$ cat config.mk
export PLATFORM = sky130hd
export DESIGN_NAME = i2s_rx
export DESIGN_NICKNAME = d
export VERILOG_FILES = /design/src/rtl/i2s_rx_pkg.sv /design/src/rtl/i2s_rx_sync.sv /design/src/rtl/i2s_rx.sv
export SDC_FILE = /design/constraint.sdc
export NUM_CORES = 1
export LEC_CHECK = 0
export CAP_MARGIN = 30
export CORE_UTILIZATION = 35
export CTS_BUF_LIST = sky130_fd_sc_hd__clkbuf_8
export DETAILED_ROUTE_END_ITERATION = 8
export PLACE_DENSITY = 0.64
export SETUP_SLACK_MARGIN = 0.4
export SYNTH_ARGS = -nofsm -noshare
export SYNTH_HDL_FRONTEND = slang
export SYNTH_SLANG_ARGS = --single-unit
$ cat constraint.sdc
create_clock -name clk -period 2.6 [get_ports clk]
set_input_delay 0.52 -clock clk [delete_from_list [all_inputs] [get_ports clk]]
set_output_delay 0.52 -clock clk [all_outputs]
set_load 0.05 [all_outputs]
$ cat src/rtl/i2s_rx_pkg.sv
// i2s_rx_pkg: receiver state encoding and a width helper for the bit counter.
package i2s_rx_pkg;

   typedef enum logic [1:0] {
      SEEK  = 2'd0,
      LEFT  = 2'd1,
      RIGHT = 2'd2
   } state_t;

   // Smallest number of bits that can hold values 0 .. value-1.
   function automatic int clog2(input int value);
      int res;
      res = 0;
      while ((1 << res) < value) begin
         res++;
      end
      return res;
   endfunction

endpackage

$ cat src/rtl/i2s_rx_sync.sv
// i2s_rx_sync: input conditioning for the I2S pins plus rising-edge detect
// on the bit clock. All pins go through the same number of stages so that
// data and word select stay aligned with the detected sclk edge.
// I2S_RX_SYNC_EN defined  : two-flop synchronizer plus a retiming stage (3 clk).
// I2S_RX_SYNC_EN undefined: one register stage for same-clock sources (1 clk).
module i2s_rx_sync #(
   parameter int W = 2
) (
   input  logic         clk,
   input  logic         rst,
   input  logic         edge_d,
   input  logic [W-1:0] lvl_d,
   output logic         edge_rise,
   output logic [W-1:0] lvl_q
);

`ifdef I2S_RX_SYNC_EN
   localparam int DEPTH = 3;
`else
   localparam int DEPTH = 1;
`endif

   // bit 0 carries the edge-detected pin, bits W:1 the level-only pins
   logic [W:0] stg [DEPTH];
   logic       edge_prev;

   // pin pipeline and previous-value register for the edge detector
   always_ff @(posedge clk) begin
      if (!rst) begin
         for (int i = 0; i < DEPTH; i++) begin
            stg[i] <= '0;
         end
         edge_prev <= 1'b0;
      end else begin
         stg[0] <= {lvl_d, edge_d};
         for (int i = 1; i < DEPTH; i++) begin
            stg[i] <= stg[i-1];
         end
         edge_prev <= stg[DEPTH-1][0];
      end
   end

   assign edge_rise = stg[DEPTH-1][0] & ~edge_prev;
   assign lvl_q     = stg[DEPTH-1][W:1];

endmodule

$ cat src/rtl/i2s_rx.sv
// i2s_rx: Philips I2S slave receiver. Oversamples sclk/lrclk/sdi in the clk
// domain, aligns on a left-word MSB and presents each complete L/R pair with
// a one-clk write strobe. Input stage depth is selected by I2S_RX_SYNC_EN.
//
// state | meaning
// SEEK  | not aligned; waiting for the MSB of a left word
// LEFT  | receiving the left word
// RIGHT | receiving the right word; next left MSB completes the frame
module i2s_rx
   import i2s_rx_pkg::*;
#(
   parameter int DW       = 24,
   parameter int WORD_MAX = 32
) (
   input  logic          clk,
   input  logic          rst,
   input  logic          sclk,
   input  logic          lrclk,
   input  logic          sdi,
   output logic [DW-1:0] l_sample,
   output logic [DW-1:0] r_sample,
   output logic          wr_en,
   input  logic          wr_ready,
   output logic          overflow,
   output logic          locked
);

   localparam int CW = clog2(WORD_MAX + 1);

   logic          sclk_rise;
   logic          lrclk_q;
   logic          sdi_q;

   state_t        state, state_nx;
   logic          ws1, ws2;
   logic [CW-1:0] cnt, cnt_nx;
   logic [DW-1:0] shift, shift_nx;
   logic [DW-1:0] left_hold;

   logic          word_start;
   logic          begin_word;
   logic          shift_on;
   logic          latch_left;
   logic          frame_done;
   logic          frame_err;
   logic          go_lock;

   i2s_rx_sync #(.W(2)) u_sync (
      .clk       (clk),
      .rst       (rst),
      .edge_d    (sclk),
      .lvl_d     ({sdi, lrclk}),
      .edge_rise (sclk_rise),
      .lvl_q     ({sdi_q, lrclk_q})
   );

   // ws1 holds the channel of the bit being sampled, so a change between
   // ws1 and ws2 marks the MSB of a new word (one-bit-delayed word select)
   assign word_start = ws1 ^ ws2;

   // state register
   always_ff @(posedge clk) begin
      if (!rst) begin
         state <= SEEK;
      end else begin
         state <= state_nx;
      end
   end

   // next-state, word framing and shift/counter next values
   always_comb begin
      state_nx   = state;
      cnt_nx     = cnt;
      shift_nx   = shift;
      begin_word = 1'b0;
      shift_on   = 1'b0;
      latch_left = 1'b0;
      frame_done = 1'b0;
      frame_err  = 1'b0;
      go_lock    = 1'b0;

      if (sclk_rise) begin
         unique case (state)
            SEEK: begin
               if (word_start && !ws1) begin
                  state_nx   = LEFT;
                  go_lock    = 1'b1;
                  begin_word = 1'b1;
               end
            end
            LEFT: begin
               if (word_start) begin
                  if (ws1) begin
                     state_nx   = RIGHT;
                     latch_left = 1'b1;
                     begin_word = 1'b1;
                  end else begin
                     frame_err = 1'b1;
                  end
               end else if (cnt == CW'(WORD_MAX)) begin
                  frame_err = 1'b1;
               end else begin
                  shift_on = 1'b1;
               end
            end
            RIGHT: begin
               if (word_start) begin
                  if (!ws1) begin
                     state_nx   = LEFT;
                     frame_done = 1'b1;
                     begin_word = 1'b1;
                  end else begin
                     frame_err = 1'b1;
                  end
               end else if (cnt == CW'(WORD_MAX)) begin
                  frame_err = 1'b1;
               end else begin
                  shift_on = 1'b1;
               end
            end
            default: begin
               frame_err = 1'b1;
            end
         endcase

         if (frame_err) begin
            state_nx = SEEK;
            cnt_nx   = '0;
            shift_nx = '0;
         end else if (begin_word) begin
            // word is left-justified: clearing first zero-fills short words
            shift_nx         = '0;
            shift_nx[DW-1]   = sdi_q;
            cnt_nx           = CW'(1);
         end else if (shift_on) begin
            // bits past DW find no matching position and are dropped
            for (int i = 0; i < DW; i++) begin
               if (int'(cnt) + i == DW - 1) begin
                  shift_nx[i] = sdi_q;
               end
            end
            cnt_nx = cnt + 1'b1;
         end
      end
   end

   // datapath, output registers and status flags
   always_ff @(posedge clk) begin
      if (!rst) begin
         ws1       <= 1'b0;
         ws2       <= 1'b0;
         cnt       <= '0;
         shift     <= '0;
         left_hold <= '0;
         l_sample  <= '0;
         r_sample  <= '0;
         wr_en     <= 1'b0;
         overflow  <= 1'b0;
         locked    <= 1'b0;
      end else begin
         wr_en <= 1'b0;
         cnt   <= cnt_nx;
         shift <= shift_nx;
         if (sclk_rise) begin
            ws1 <= lrclk_q;
            ws2 <= ws1;
         end
         if (latch_left) begin
            left_hold <= shift;
         end
         if (frame_done) begin
            if (wr_ready) begin
               wr_en    <= 1'b1;
               l_sample <= left_hold;
               r_sample <= shift;
            end else begin
               overflow <= 1'b1;
            end
         end
         if (go_lock) begin
            locked <= 1'b1;
         end
         if (frame_err) begin
            locked <= 1'b0;
         end
      end
   end

endmodule

-- After elaboration in Yosys (flattened, before gate mapping)
Memory sizes are Yosys's and may differ from the RTL's.
Index checks and enable logic that the tools add are counted.
- register bits after elaboration: 110
- bits in writable memories: 3
- bits of input ports: 6
- output and inout port bits: 51
- logic and storage cells: 223
- memories kept: 1
- memory list (memory ; depth ; bits a word ; read ports ; clocked after Yosys merged registers in ; write ports ; RTL line ; source):
    u_sync.stg ; 1 ; 3 ; 1 ; 0 ; 1 ; i2s_rx_sync.sv:24 ; logic [W:0] stg [DEPTH];
- add/subtract/negate cells: 24
- equal/unequal tests: 32
- muxes and demuxes: 65
- bitwise gates (word level): 5
- reduce and logical (&&, ||, !) cells: 61
- operator list (cell ; count):
    $eq 7x5->1 const B ; 23
    $reduce_bool 3->1 ; 25
    $mux 24 ; 3
    $reduce_and 3->1 ; 24
    $add 6x4->7 const B ; 8
    $add 6x5->7 const B ; 8
    $mux 1 ; 49
    $add 6x3->7 const B ; 4
    $mux 6 ; 3
    $ne 3x3->1 const B ; 5
    $add 6x2->7 const B ; 2
    $eq 6x6->1 const B ; 2
    $mux 2 ; 6
    $reduce_and 2->1 ; 4
    $add 6x1->7 const B ; 1
    $reduce_and 7->1 ; 1
    $add 6x1->6 const B ; 1
    $pmux 1 s3 ; 2
    $pmux 2 s3 ; 1
    $reduce_bool 4->1 ; 1
    $reduce_or 2->1 ; 2
    $mux 3 ; 1
    $not 1->1 ; 3
    $reduce_or 3->1 ; 1
    other kinds (7) ; 7

-- Longest topological paths before layout
- word-level depth: 8
- mapped depth: 12
- gate-level depth less buffers: 8

-- By module
From an unflattened synthesis, not the netlist that was laid out.
- cell total of the unflattened synthesis: 713
- area total of the unflattened synthesis: 5499.0 um2
- modules (own cells, without submodules) (module ; times used ; cells an instance ; area an instance (um2) ; seq. area each (um2)):
    i2s_rx ; 1 ; 702 ; 5372.7 ; 2182.1
    i2s_rx_sync ; 1 ; 11 ; 126.4 ; 80.1

-- Least setup slack after synthesis
OpenSTA, ideal clock, no wires.
- path kind: reg-to-reg
- start point: register cnt[0]
- end point: register shift[4]
- setup time: 0.085 ns
- arrival: 2.363 ns
- data required time: 2.515 ns
- path slack: 0.152 ns
- stages on the path, launching flop included: 11
- path buffers: 3
- period minus slack after synthesis: 2.448 ns
- path through: dfxtp_1 -> clkbuf_1 -> buf_2 -> inv_1 -> ha_1 -> nand2_1 -> nor4b_4 -> or3_1 -> buf_6 -> or3_4 -> o31ai_2
- cells in the longest elaborated chain, start to end: 7
- elaborated cells on any way between the ends: 16
- classes of those cells: add/sub: 1; eq/ne: 2; mux: 10; reduce/logical: 3
- RTL lines (element ; RTL line ; source):
    start: declaration ; i2s_rx.sv:36 ; logic [CW-1:0] cnt, cnt_nx;
    start signal: assignment ; i2s_rx.sv:162 ; cnt <= cnt_nx;
    $eq 6x6->1 ; i2s_rx.sv:100, i2s_rx.sv:115 ;
    $mux 1 ; i2s_rx.sv:100, i2s_rx.sv:115 ;
    $mux 1, on equally long branches ; i2s_rx.sv:107, i2s_rx.sv:92 ;
    $pmux 1 s3 / $mux 1 (equally long branches) ; n/a ;
    $mux 1 ; i2s_rx.sv:82 ; if (sclk_rise) begin
    $reduce_bool 3->1 (no line) ; n/a ;
    $reduce_and 3->1 (no line) ; n/a ;
    end signal: assignment ; i2s_rx.sv:163 ; shift <= shift_nx;
    end: declaration ; i2s_rx.sv:37 ; logic [DW-1:0] shift, shift_nx;
Several ways; a longest one is shown, not always the timed one. The select of a mux whose other input is x is not followed.
A chain may end at the register's enable or synchronous reset.

-- Worst setup path after layout
- start point: register state[0]
- end point: register shift[4]
- cells in the longest elaborated chain, start to end: 6
- elaborated cells on any way between the ends: 15
- classes of those cells: eq/ne: 2; mux: 8; reduce/logical: 5
- RTL lines (element ; RTL line ; source):
    start: declaration ; i2s_rx.sv:34 ; state_t state, state_nx;
    start signal: assignment ; i2s_rx.sv:66 ; state <= state_nx;
    $eq 2x2->1 / $eq 2x1->1 (equally long branches) ; i2s_rx.sv:83 ; unique case (state)
    $reduce_or 2->1 (no line) ; n/a ;
    $mux 1 ; n/a ;
    $mux 1 ; i2s_rx.sv:82 ;
    $reduce_bool 3->1 (no line) ; n/a ;
    $reduce_and 3->1 (no line) ; n/a ;
Several ways; a longest one is shown, not always the timed one. The select of a mux whose other input is x is not followed.

==> flow_summary.html <==
<table>
<tr><th>Metric</th><th>Value</th></tr>
<tr><th colspan="2">Timing</th></tr>
<tr><td>Setup repair after global routing missed its margin</td><td>yes</td></tr>
<tr><td>Setup Viol. Count Final</td><td>0</td></tr>
<tr><td>Worst-case hold slack</td><td>~0.45 ns</td></tr>
<tr><td>Fmax</td><td>between 400 and 500 MHz</td></tr>
<tr><td>Setup ws final</td><td>0.432 ns</td></tr>
<tr><td>Clock tree skew after final layout</td><td>0.00820 ns</td></tr>
<tr><td>Fin. Hold Viols</td><td>0</td></tr>
<tr><td>Final worst path period share</td><td>0.834</td></tr>
<tr><td>Actual transition at the worst max-transition pin</td><td>0.518 ns</td></tr>
<tr><td>Final Max Slew Viols</td><td>0</td></tr>
<tr><td>Post-layout min period</td><td>2.17 ns</td></tr>
<tr><td>Worst relative slew slack</td><td>0.654</td></tr>
<tr><td>Total negative setup slack</td><td>0 ns</td></tr>
<tr><th colspan="2">Critical path</th></tr>
<tr><td>Kind of capture point of the worst setup path</td><td>register</td></tr>
<tr><td>Most repeated library cell on the critical path</td><td>buf_6</td></tr>
<tr><td>CP Data Required Time</td><td>2.96 ns</td></tr>
<tr><td>Critical Path Start Type</td><td>register</td></tr>
<tr><td>Cell-by-cell trace of the critical path</td><td>buf_6 &gt; ha_4 &gt; buf_4 &gt; nand2_1 &gt; nand2_2 &gt; buf_6 &gt; or3_4 &gt; buf_6 &gt; or3_4 &gt; o31ai_2</td></tr>
<tr><td>Critical Path Slowest Stage Cell</td><td>dfxtp_4</td></tr>
<tr><td>Category of the most critical setup path</td><td>reg2reg</td></tr>
<tr><td>Highest net fanout along the worst path</td><td>4</td></tr>
<tr><td>Critical path arrival</td><td>about 2.5 ns</td></tr>
<tr><td>Largest incremental delay on the critical path</td><td>between 0.3 and 0.4 ns</td></tr>
<tr><th colspan="2">Placement</th></tr>
<tr><td>Number of port buffers</td><td>56</td></tr>
<tr><td>Final Wtd Congestion</td><td>0.918</td></tr>
<tr><td>Cell Area, Placed</td><td>between 0.006 and 0.007 mm^2</td></tr>
<tr><td>HPWL after DPL</td><td>9910 um</td></tr>
<tr><td>Place WS</td><td>-0.0202 ns</td></tr>
<tr><th colspan="2">Pwr</th></tr>
<tr><td>VDD IR-drop max</td><td>0.275 mV</td></tr>
<tr><td>Sum of internal, switching and leakage power</td><td>3600 uW</td></tr>
<tr><td>Pwr Density</td><td>488 mW/mm^2</td></tr>
<tr><td>Leakage component of the power</td><td>between 0.002 and 0.003 uW</td></tr>
<tr><th colspan="2">Synth</th></tr>
<tr><td>Number of flops mapped to enable cells by yosys</td><td>0</td></tr>
<tr><td>Cell accounting for the most synthesized area</td><td>dfxtp_1</td></tr>
<tr><td>Biggest area contributors in the synthesized netlist</td><td>dfxtp_1, nand2_1, a21oi_1</td></tr>
<tr><td>Share of synthesized flip-flops with an asynchronous set or reset</td><td>0</td></tr>
<tr><td>Area fraction of the dominant cell type after synthesis</td><td>0.414</td></tr>
<tr><td>Most used flip-flop cell after synthesis</td><td>dfxtp_1</td></tr>
<tr><td>Mapped Cells</td><td>716</td></tr>
<tr><td>Warnings, synthesis</td><td>0</td></tr>
<tr><td>Share of the yosys chip area belonging to registers</td><td>0.414</td></tr>
<tr><td>Synth Cell Area</td><td>0.00546 mm^2</td></tr>
<tr><td>Nets in the synthesized netlist</td><td>~740</td></tr>
<tr><td>FF+latch count, synth</td><td>113</td></tr>
<tr><td>Count of different cell masters after synthesis</td><td>58</td></tr>
<tr><td>Post-Synthesis Mean Instance Area</td><td>7.63 um^2</td></tr>
<tr><th colspan="2">Drt</th></tr>
<tr><td>Number of detailed-routing iterations run before antenna repair</td><td>5</td></tr>
<tr><td>DRC violation count after routing</td><td>0</td></tr>
<tr><td>Total vias in the final route</td><td>around 5300</td></tr>
<tr><td>DRC violation total after the first TritonRoute iteration</td><td>400</td></tr>
<tr><td>Via/cell ratio</td><td>a little over 5</td></tr>
<tr><td>Number of nets with antenna violations after detailed routing</td><td>0</td></tr>
<tr><td>DR WL/cell</td><td>14.5 um</td></tr>
<tr><td>Sum of routed wire length over all layers</td><td>between 10000 and 15000 um</td></tr>
<tr><th colspan="2">Cells and area</th></tr>
<tr><td>Fill count</td><td>1477</td></tr>
<tr><td>Fraction of layout cells with a size suffix above 1</td><td>0.206</td></tr>
<tr><td># diodes</td><td>0</td></tr>
<tr><td>Nets</td><td>about 840</td></tr>
<tr><td>Design Area, Final</td><td>0.00738 mm^2</td></tr>
<tr><td>Area Growth Syn to Fin</td><td>35.1%</td></tr>
<tr><th colspan="2">Run status</th></tr>
<tr><td>Status</td><td>completed</td></tr>
<tr><th colspan="2">GRT</th></tr>
<tr><td>Antenna violations before repair</td><td>0</td></tr>
<tr><td>Pin count of the biggest net entering global routing</td><td>56</td></tr>
<tr><td>Overall overflow remaining after global route</td><td>0</td></tr>
<tr><td>Total Routing Usage GR</td><td>0.187</td></tr>
<tr><td>Via count of the first global-routing pass</td><td>between 4000 and 5000</td></tr>
<tr><td>Wire length of the first global-routing pass</td><td>about 24000 um</td></tr>
<tr><th colspan="2">Die</th></tr>
<tr><td>Standard cell core area</td><td>around 0.015 mm^2</td></tr>
<tr><td>Vertical extent of the die</td><td>~130 um</td></tr>
<tr><td>Count of pins on the block boundary</td><td>57</td></tr>
<tr><td>Die outline width</td><td>127 um</td></tr>
<tr><td>Standard-cell rows</td><td>45</td></tr>
<tr><td>Initial core utilization</td><td>0.359</td></tr>
<tr><td>Die area</td><td>0.0161 mm^2</td></tr>
<tr><th colspan="2">Clocking</th></tr>
<tr><td>Clock tree root driver cell</td><td>clkbuf_8</td></tr>
<tr><td>Longest Clk Path Bufs</td><td>2</td></tr>
<tr><td>TritonCTS clock tree</td><td>yes</td></tr>
<tr><td>Clock transition at the registers of the reported paths</td><td>0.08 ns</td></tr>
<tr><td>Clock H-tree levels</td><td>4</td></tr>
<tr><td>Latest clock arrival within the worst-skew pair</td><td>0.44 ns</td></tr>
<tr><td>CTS sink count</td><td>roughly 110</td></tr>
<tr><td>CTS buffer count</td><td>17</td></tr>
<tr><td>Hold_buf cts</td><td>0</td></tr>
<tr><th colspan="2">Run</th></tr>
<tr><td>Max-cap violations</td><td>0</td></tr>
<tr><th colspan="2">Worst hold path</th></tr>
<tr><td>Type of the tightest min-delay check</td><td>reg2reg</td></tr>
</table>
==> stage by stage <==
step / cells / util
6_report: 1015 / 0.486
5_1_grt: 1015 / 0.486
4_1_cts: 1004 / 0.468
3_5_place_dp: 964 / 0.428
3_3_place_gp: 964 / 0.428
2_1_floorplan: 716 / -
==> per-layer routing <==
metal,vias to the layer above,global-route usage,share of wire
li1,2641,-,-
met1,2450,0.246,0.47
met2,144,0.293,0.46
met3,30,0.0380,0.046
met4,0,0.0903,0.028
met5,-,0,0
==> registers in the layout, indices dropped and copies added (netlist names), 2 cells and up <==
signal / count
cnt: 6
l_sample: 24
left_hold: 24
r_sample: 24
shift: 24
state: 2
u_sync.stg: 3
==> layout make-up <==
type / instances / area (um^2) / area share
clock buffers: 17 / 234 / 0.0317
clock inverters: 15 / 184 / 0.0249
inverters: 16 / 60.1 / 0.00814
multi-input cells: 534 / 3200 / 0.433
flip-flops and latches: 113 / 2270 / 0.308
well taps: 188 / 235 / 0.0319
repair buffers: 132 / 1200 / 0.162
==> worst max-delay path, delay by kind of cell (launching register included) <==
| family | cells | cell delay [ns] |
|---|---|---|
| adders and majority gates | 1 | 0.17 |
| buffers and inverters | 4 | 0.50 |
| and+or+nand+nor | 4 | 0.89 |
| DFF | 1 | 0.36 |
| AOI/OAI and AO/OA | 1 | 0.17 |
==> cell families (layout without fill, tap and decap cells) <==
logic type                 count (synthesis)  count (layout)  synth area share
xor gates and xnor gates                  12              12            0.0192
DFF                                      113             113             0.414
adders and majority gates                 17              17            0.0389
and+or+nand+nor                          311             311             0.256
muxes                                     12              12            0.0234
AOI/OAI and AO/OA                        182             182             0.194
buffers and inverters                     69             180            0.0538
==> what timing repair did <==
item | CTS | global route
setup buffers | 8 | 11
endpoints found under the setup margin | 28 | 31
gates resized for setup | 29 | 39
gates cloned | 0 | 0
pin swaps | 5 | 11
==> final timing paths <==
check,from,cells after the start,slack (ns),endpoint
max reg2reg,state[0],10,0.43,shift[4]
max,state[0],10,0.43,shift[4]
min reg2reg,left_hold[2],2,0.45,l_sample[2]
min,left_hold[2],2,0.45,l_sample[2]
==> power by group <==
group | switching, uW | internal [uW] | leakage, uW
Combinational | 61.4 | 40.5 | 0.00148
Clock | 784 | 958 | 0.000202
Sequential | 15.0 | 1740 | 0.000915
==> placed cells by master (no fill, tap or decap), drive strengths merged, types with 6 or more instances in the layout <==
| master | Yosys | final |
|---|---|---|
| xnor2 | 10 | 10 |
| mux2i | 6 | 6 |
| clkdlybuf4s50 | 0 | 55 |
| ha | 17 | 17 |
| mux2 | 6 | 6 |
| and3 | 6 | 6 |
| nand2 | 190 | 190 |
| dfxtp | 113 | 113 |
| o211ai | 7 | 7 |
| a21oi | 109 | 109 |
| nand3 | 19 | 19 |
| inv | 16 | 21 |
| a31oi | 12 | 12 |
| nor2 | 36 | 36 |
| buf | 12 | 76 |
| clkbuf | 41 | 17 |
| o21ai | 21 | 21 |
| nor3 | 17 | 17 |
| nor2b | 7 | 7 |
| nand2b | 6 | 6 |
==> cell usage after synthesis, types with 6 or more instances <==
cell type / n
ha_1: 17
nand2_1: 190
nor3_1: 17
nor2b_1: 6
clkbuf_1: 41
dfxtp_1: 113
o21ai_0: 17
a31oi_1: 11
nor2_1: 35
a21oi_1: 109
o211ai_1: 7
xnor2_1: 10
inv_1: 16
nand2b_1: 6
buf_2: 7
mux2i_1: 6
nand3_1: 19
mux2_2: 6
Note: power is estimated with default switching activity, not from simulation.
